$ cat src/rtl/mem_stage_pkg.sv
`default_nettype none
// +----------------------------------------------------------------------------+
// | mem_stage_pkg : shared bus widths, stall/mem_op encodings, FSM states      |
// | Rev 1.0                                                                    |
// +----------------------------------------------------------------------------+
package mem_stage_pkg;

  localparam int EX_TO_MEM_WD = 150;
  localparam int MEM_TO_WB_WD = 136;
  localparam int MEM_TO_RF_WD = 38;
  localparam int STALL_BUS_W  = 6;
  localparam int HILO_WD      = 66;

  localparam int STALL_MEM = 3;
  localparam int STALL_WB  = 4;
  localparam logic STOP    = 1'b1;
  localparam logic NO_STOP = 1'b0;

  localparam int OP_LB  = 7;
  localparam int OP_LBU = 6;
  localparam int OP_LH  = 5;
  localparam int OP_LHU = 4;
  localparam int OP_LW  = 3;
  localparam int OP_SB  = 2;
  localparam int OP_SH  = 1;
  localparam int OP_SW  = 0;

  typedef enum logic [1:0] {
    ST_IDLE = 2'd0,
    ST_WAIT = 2'd1,
    ST_HOLD = 2'd2
  } mem_state_e;

  typedef struct packed {
    logic [HILO_WD-1:0] hilo;
    logic [7:0]         mem_op;
    logic [31:0]        pc;
    logic               data_ram_en;
    logic [3:0]         data_ram_wen;
    logic               sel_rf_res;
    logic               rf_we;
    logic [4:0]         rf_waddr;
    logic [31:0]        ex_result;
  } ex_to_mem_t;

endpackage
`default_nettype wire

$ cat src/rtl/mem_stage_load_align.sv
`default_nettype none
// +----------------------------------------------------------------------------+
// | load_align : byte/half/word select and sign/zero extension of load data    |
// | Rev 1.0                                                                    |
// +----------------------------------------------------------------------------+
module load_align
  import mem_stage_pkg::*;
#(
  parameter int DATA_W = 32
) (
  input  logic [DATA_W-1:0] rdata_i,
  input  logic [1:0]        addr_i,
  input  logic [7:0]        mem_op_i,
  output logic [DATA_W-1:0] load_data_o
);

  logic [7:0]  w_byte;
  logic [15:0] w_half;
  logic        w_unused_store_ops;

  assign w_byte = rdata_i[{addr_i, 3'b000} +: 8];
  assign w_half = addr_i[1] ? rdata_i[31:16] : rdata_i[15:0];
  assign w_unused_store_ops = ^mem_op_i[OP_SB:OP_SW];

  always_comb begin
    load_data_o = rdata_i;
    if (mem_op_i[OP_LB])
      load_data_o = {{(DATA_W-8){w_byte[7]}}, w_byte};
    else if (mem_op_i[OP_LBU])
      load_data_o = {{(DATA_W-8){1'b0}}, w_byte};
    else if (mem_op_i[OP_LH])
      load_data_o = {{(DATA_W-16){w_half[15]}}, w_half};
    else if (mem_op_i[OP_LHU])
      load_data_o = {{(DATA_W-16){1'b0}}, w_half};
  end

endmodule
`default_nettype wire

$ cat src/rtl/mem_stage.sv
`default_nettype none
// +----------------------------------------------------------------------------+
// | mem_stage : MIPS pipeline stage 4 - load completion, writeback select,     |
// |             forwarding. Optional MEM_ALIGN_CHECK_EN adds mem_addr_err.     |
// | Rev 1.0                                                                    |
// +----------------------------------------------------------------------------+
module mem_stage
  import mem_stage_pkg::*;
#(
  parameter int DATA_W = 32
) (
  input  logic                    clk,
  input  logic                    rst,
  input  logic [STALL_BUS_W-1:0]  stall,
  input  logic [EX_TO_MEM_WD-1:0] ex_to_mem_bus,
  input  logic [DATA_W-1:0]       data_sram_rdata,
  input  logic                    data_sram_rvalid,
  output logic [MEM_TO_WB_WD-1:0] mem_to_wb_bus,
  output logic [MEM_TO_RF_WD-1:0] mem_to_rf_bus,
  output logic [HILO_WD-1:0]      mem_hilo_bus,
  output logic                    stallreq_for_mem
`ifdef MEM_ALIGN_CHECK_EN
  ,
  output logic                    mem_addr_err
`endif
);

  ex_to_mem_t  bus_q;
  mem_state_e  state_q, state_d;
  logic [DATA_W-1:0] hold_q, hold_d;

  logic              w_mem_stop;
  logic              w_is_load;
  logic              w_addr_err;
  logic              w_load_go;
  logic              w_stallreq;
  logic              w_use_hold;
  logic [DATA_W-1:0] w_raw;
  logic [DATA_W-1:0] w_load_data;
  logic [DATA_W-1:0] w_rf_wdata;
  logic              w_wb_we;
  logic              w_fwd_we;

  assign w_mem_stop = (stall[STALL_MEM] == STOP);

  always_ff @(posedge clk) begin
    if (rst)
      bus_q <= '0;
    else if (w_mem_stop && stall[STALL_WB] == NO_STOP)
      bus_q <= '0;
    else if (!w_mem_stop)
      bus_q <= ex_to_mem_bus;
  end

  assign w_is_load = bus_q.data_ram_en && (bus_q.data_ram_wen == 4'd0)
                     && (|bus_q.mem_op[OP_LB:OP_LW]);

`ifdef MEM_ALIGN_CHECK_EN
  assign w_addr_err = ((bus_q.mem_op[OP_LH] | bus_q.mem_op[OP_LHU]) & bus_q.ex_result[0])
                      | (bus_q.mem_op[OP_LW] & (bus_q.ex_result[1:0] != 2'd0));
  assign mem_addr_err = w_addr_err;
`else
  assign w_addr_err = 1'b0;
`endif

  // A misaligned access never waits for the SRAM, so it cannot stall the pipe.
  assign w_load_go = w_is_load & ~w_addr_err;

  always_ff @(posedge clk) begin
    if (rst) begin
      state_q <= ST_IDLE;
      hold_q  <= '0;
    end else begin
      state_q <= state_d;
      hold_q  <= hold_d;
    end
  end

  always_comb begin
    state_d    = state_q;
    hold_d     = hold_q;
    w_stallreq = 1'b0;
    w_use_hold = 1'b0;
    case (state_q)
      ST_IDLE: begin
        if (w_load_go) begin
          if (!data_sram_rvalid) begin
            w_stallreq = 1'b1;
            state_d    = ST_WAIT;
          end else if (w_mem_stop) begin
            hold_d  = data_sram_rdata;
            state_d = ST_HOLD;
          end
        end
      end
      ST_WAIT: begin
        if (!data_sram_rvalid) begin
          w_stallreq = 1'b1;
        end else if (w_mem_stop) begin
          hold_d  = data_sram_rdata;
          state_d = ST_HOLD;
        end else begin
          state_d = ST_IDLE;
        end
      end
      ST_HOLD: begin
        w_use_hold = 1'b1;
        if (!w_mem_stop)
          state_d = ST_IDLE;
      end
      default: state_d = ST_IDLE;
    endcase
  end

  assign w_raw = w_use_hold ? hold_q : data_sram_rdata;

  load_align #(
    .DATA_W (DATA_W)
  ) u_load_align (
    .rdata_i     (w_raw),
    .addr_i      (bus_q.ex_result[1:0]),
    .mem_op_i    (bus_q.mem_op),
    .load_data_o (w_load_data)
  );

  assign w_rf_wdata = bus_q.sel_rf_res ? w_load_data : bus_q.ex_result;
  assign w_wb_we    = bus_q.rf_we & ~w_addr_err;
  // Forwarding must not expose rdata that has not yet been validated.
  assign w_fwd_we   = w_wb_we & ~w_stallreq;

  assign mem_to_wb_bus    = {bus_q.hilo, bus_q.pc, w_wb_we, bus_q.rf_waddr, w_rf_wdata};
  assign mem_to_rf_bus    = {w_fwd_we, bus_q.rf_waddr, w_rf_wdata};
  assign mem_hilo_bus     = bus_q.hilo;
  assign stallreq_for_mem = w_stallreq;

endmodule
`default_nettype wire

$ cat config.mk
export PLATFORM = sky130hd
export DESIGN_NAME = mem_stage
export DESIGN_NICKNAME = d
export VERILOG_FILES = /design/src/rtl/mem_stage_pkg.sv /design/src/rtl/mem_stage_load_align.sv /design/src/rtl/mem_stage.sv
export SDC_FILE = /design/constraint.sdc
export NUM_CORES = 1
export LEC_CHECK = 0
export BUFFER_PORTS_ARGS = -buffer_cell sky130_fd_sc_hd__buf_2
export CAP_MARGIN = 20
export CORE_AREA = 3 3 168 170
export DETAILED_ROUTE_END_ITERATION = 10
export DIE_AREA = 0 0 171 173
export SYNTH_ARGS = -nofsm -noshare
export SYNTH_HDL_FRONTEND = slang
export SYNTH_SLANG_ARGS = --single-unit
$ cat constraint.sdc
create_clock -name clk -period 4.5 [get_ports clk]
set_input_delay 1.35 -clock clk [delete_from_list [all_inputs] [get_ports clk]]
set_output_delay 1.35 -clock clk [all_outputs]
set_load 0.02 [all_outputs]
==> impl_metrics.csv <==
group,metric,value,unit
place,gp_routability_congestion,0.828,
setup_path,cp_slowest_stage_delay,0.52,ns
pwr,total_power,4000,uW
setup_path,cp_data_required_time,3.15,ns
pwr,sw_frac_of_total,31.6,%
pwr,leakagePower,0.00583,uW
yosys,synth-compound-area-share,10.1,%
yosys,syn_inst,1037,
setup_path,cp.arrival,2.96,ns
setup_path,reg2reg_depth,5,
routing,drt_wl_total,29300,um
floorplanning,rows,60,
floorplanning,io-pin-count,432,
run,maxCapViolations,0,
yosys,synthSimpleGateAreaFrac,13.0,%
yosys,syn_area,0.00986,sq mm
sta,skew,0.0118,ns
setup_path,critical_path.endpoint,"mem_to_rf_bus[31]",
yosys,synth.area.mux_share,20.5,%
pwr,p_seq_share,43.1,%
global_routing,grt_first_pass_wirelength,44100,um
yosys,synth_area_leaders,"dfxtp_1 (37%), mux2i_1 (19%), buf_4 (16%)",
clock_tree,cts_setup_buffers,0,
setup_path,path_max_fanout,24,
setup_path,reg2reg_to,"hold_q[22]$_SDFFE_PP0P_",
setup_path,crit_path_frequent_cell,"buf_2",
sta,slew_headroom,39.1,%
global_routing,grt_max_degree,101,
final_layout,fin_util,42.2,%
final_layout,seq_area,0.00362,sq mm
final_layout,drive_gt1_share,41.0,%
yosys,seq_area_frac_synth,36.8,%
yosys,synth-seq-cells,181,
routing,viasPerCell,4.80,
place,io_buffers,424,
final_layout,num-nets-final,1414,
setup_path,worstPathCellList,"buf_2 > a2111oi_0 > or4_1 > buf_4 > o211ai_1 > buf_2",
sta,timing.final.crit_share,95.8,%
floorplanning,die_x,171,um
sta,max_freq,232,MHz
setup_path,critPathKind,"in -> out",
yosys,synth_edf_count,0,
sta,rsz0062_at_grt,"no",
setup_path,cp_num_cells,6,
setup_path,slowest_stage,"a2111oi_0",
min_path,hp-start,"hold_q[21]$_SDFFE_PP0P_",
sta,timing.final.setup_violations,0,
yosys,synthMostInstantiatedCell,"buf_4",
yosys,avgSynthCellArea,9.50,sq um
yosys,ys_types,50,
routing,drc,0,
yosys,yosys.area_share.xor_xnor,0,%
setup_path,cp_num_buf_inv,3,
setup_path,crit_path_start,"data_sram_rdata[15]",
routing,ant_nets,0,
global_routing,grt_pass1_vias,7569,
routing,routedWlPerCell,18.6,um
sta,hold_viol_final,0,
setup_path,crit-reg2reg-launch,"bus_q[42]$_SDFFE_PP0N_",
floorplanning,initial_core_util,36.7,%
routing,top_layer,"met5",
sta,setup_tns,0,ns
routing,dr_wl_met2,14400,um
yosys,synth_top_area_cell,"dfxtp_1",
clock_tree,clockBufferDepth,2,
pwr,combPwrFrac,18.3,%
clock_tree,cts-root-buf,"clkbuf_16",
setup_path,cp_top_family,"compound AO/OA/AOI/OAI gates",
place,place_hpwl,22500,um
clock_tree,clk_latency,0.42,ns
routing,route.met3.wl,1700,um
setup_path,start_kind,"input pin",
final_layout,n_fill_cell,2673,
floorplanning,core_area,0.0269,sq mm
global_routing,overflow,0,
final_layout,multiInputGateArea,0.00431,sq mm
global_routing,grtUsageTotal,19.1,%
clock_tree,cts_tree,"built",
pwr,p_int,2730,uW
floorplanning,die_h,173,um
clock_tree,clkTransAtPathRegs,0.07,ns
pwr,pwr-share-clk,38.7,%
sta,period_minus_slack,4.31,ns
yosys,yosys.area.top_type_share,36.8,%
place,dpl_worst_slack,0.235,ns
clock_tree,cts_buffers,17,
final_layout,area_delta_synth_final,15.0,%
pwr,ir_drop,0.193,mV
yosys,synth_top_family_by_area,"multiplexers",
routing,dr.pass1.iters,4,
yosys,yosysWarnings,0,
clock_tree,cts_sinks,181,
pwr,power_per_cell_area,353,mW/mm^2
global_routing,antenna_found_initial,3,
routing,detail_route.iter0.violations,356,
sta,final-max-slew-violation-count,0,
yosys,synthArstFlopShare,0,%
yosys,synthTopCellsByCount,"buf_4 (209), mux2i_1 (186), dfxtp_1 (181)",
sta,setup_slack,0.191,ns
yosys,synthFlopType,"dfxtp_1",
setup_path,end_kind,"output port",
clock_tree,holdBufCountCts,0,
floorplanning,dieArea,0.0296,sq mm
routing,wl_met1,12400,um
clock_tree,cts_resized,0,
pwr,p_sw,1260,uW
status,status,"completed",
setup_path,rrSetupSlack,2.29,ns
yosys,synthAdderAreaFrac,0,%
sta,tightest_slew,0.913,ns
yosys,synth_nets,1228,
clock_tree,cts_htree_levels,4,
routing,vias,7586,
min_path,hold_class,"reg -> reg",
## through the flow
step,hold slack (ns),std cells,area (sq um)
after detailed placement,0.460,1545,10700
final,0.472,1579,11300
after CTS,0.476,1577,11300
after floorplan,0.444,1037,9860
after global routing,0.489,1578,11300
after global placement,0.454,1544,10700
## power by group through the flow
stage	Combinational (uW)	Sequential [uW]	Clock [uW]
finish	730	1720	1540
global route	787	1730	1670
CTS	737	1720	1600
detailed placement	736	1760	0
global placement	728	1760	0
floorplan	595	1740	0
## cells by family after synthesis
kind of cell	count (synthesis)
muxes	198
buffers and inverters	283
and+or+nand+nor	260
DFF	181
AOI/OAI and AO/OA	115
## final cells by class
cell class | count | area share, %
Clock buffer | 18 | 3.88
Inverter | 5 | 0.166
Antenna cell | 2 | 0.0442
Timing Repair Buffer | 445 | 20.6
Clock inverter | 14 | 1.59
Sequential cell | 181 | 32.0
Tap cell | 341 | 3.76
Multi-Input combinational cell | 573 | 38.0
## per-layer routing
metal	global-route usage (%)	vias up
li1	-	3708
met1	24.0	3567
met2	32.3	268
met3	4.16	41
met4	6.61	2
met5	0	-
## cell usage in the layout (no fill, tap or decap), types with 7 or more instances in the layout
cell type,count
clkbuf_16,17
buf_2,423
a211oi_1,7
mux2i_1,186
dfxtp_1,181
mux2_1,8
and3b_1,15
a2111oi_0,10
a22oi_1,17
buf_4,18
nor2_1,160
o22ai_2,8
a221oi_1,9
a21o_1,15
o211ai_2,12
nand2b_1,65
## worst min-delay path by stage
stage | endpoint | slack, ns | cells past startpoint
3_5_place_dp | hold_q[25]$_SDFFE_PP0P_ | 0.46 | 2
6_report | hold_q[21]$_SDFFE_PP0P_ | 0.47 | 2
2_1_floorplan | hold_q[23]$_SDFFE_PP0P_ | 0.44 | 2
4_1_cts | hold_q[23]$_SDFFE_PP0P_ | 0.48 | 2
3_3_place_gp | hold_q[11]$_SDFFE_PP0P_ | 0.45 | 2
5_1_grt | hold_q[21]$_SDFFE_PP0P_ | 0.49 | 2
## sequential cells by signal, indices dropped and copies added (netlist names)
register	flops
mem_hilo_bus	66
bus_q	43
hold_q	32
mem_to_wb_bus	32
mem_to_rf_bus	5
state_q	2
w_wb_we	1
## worst reg2reg max path: stages, from the launching register on
cell and delay [ns]:
dfxtp_1 0.32, or4b_1 0.53, a211oi_2 0.34, o211a_1 0.18, buf_4 0.47, mux2i_1 0.30
Note: power is estimated with default switching activity, not from simulation.
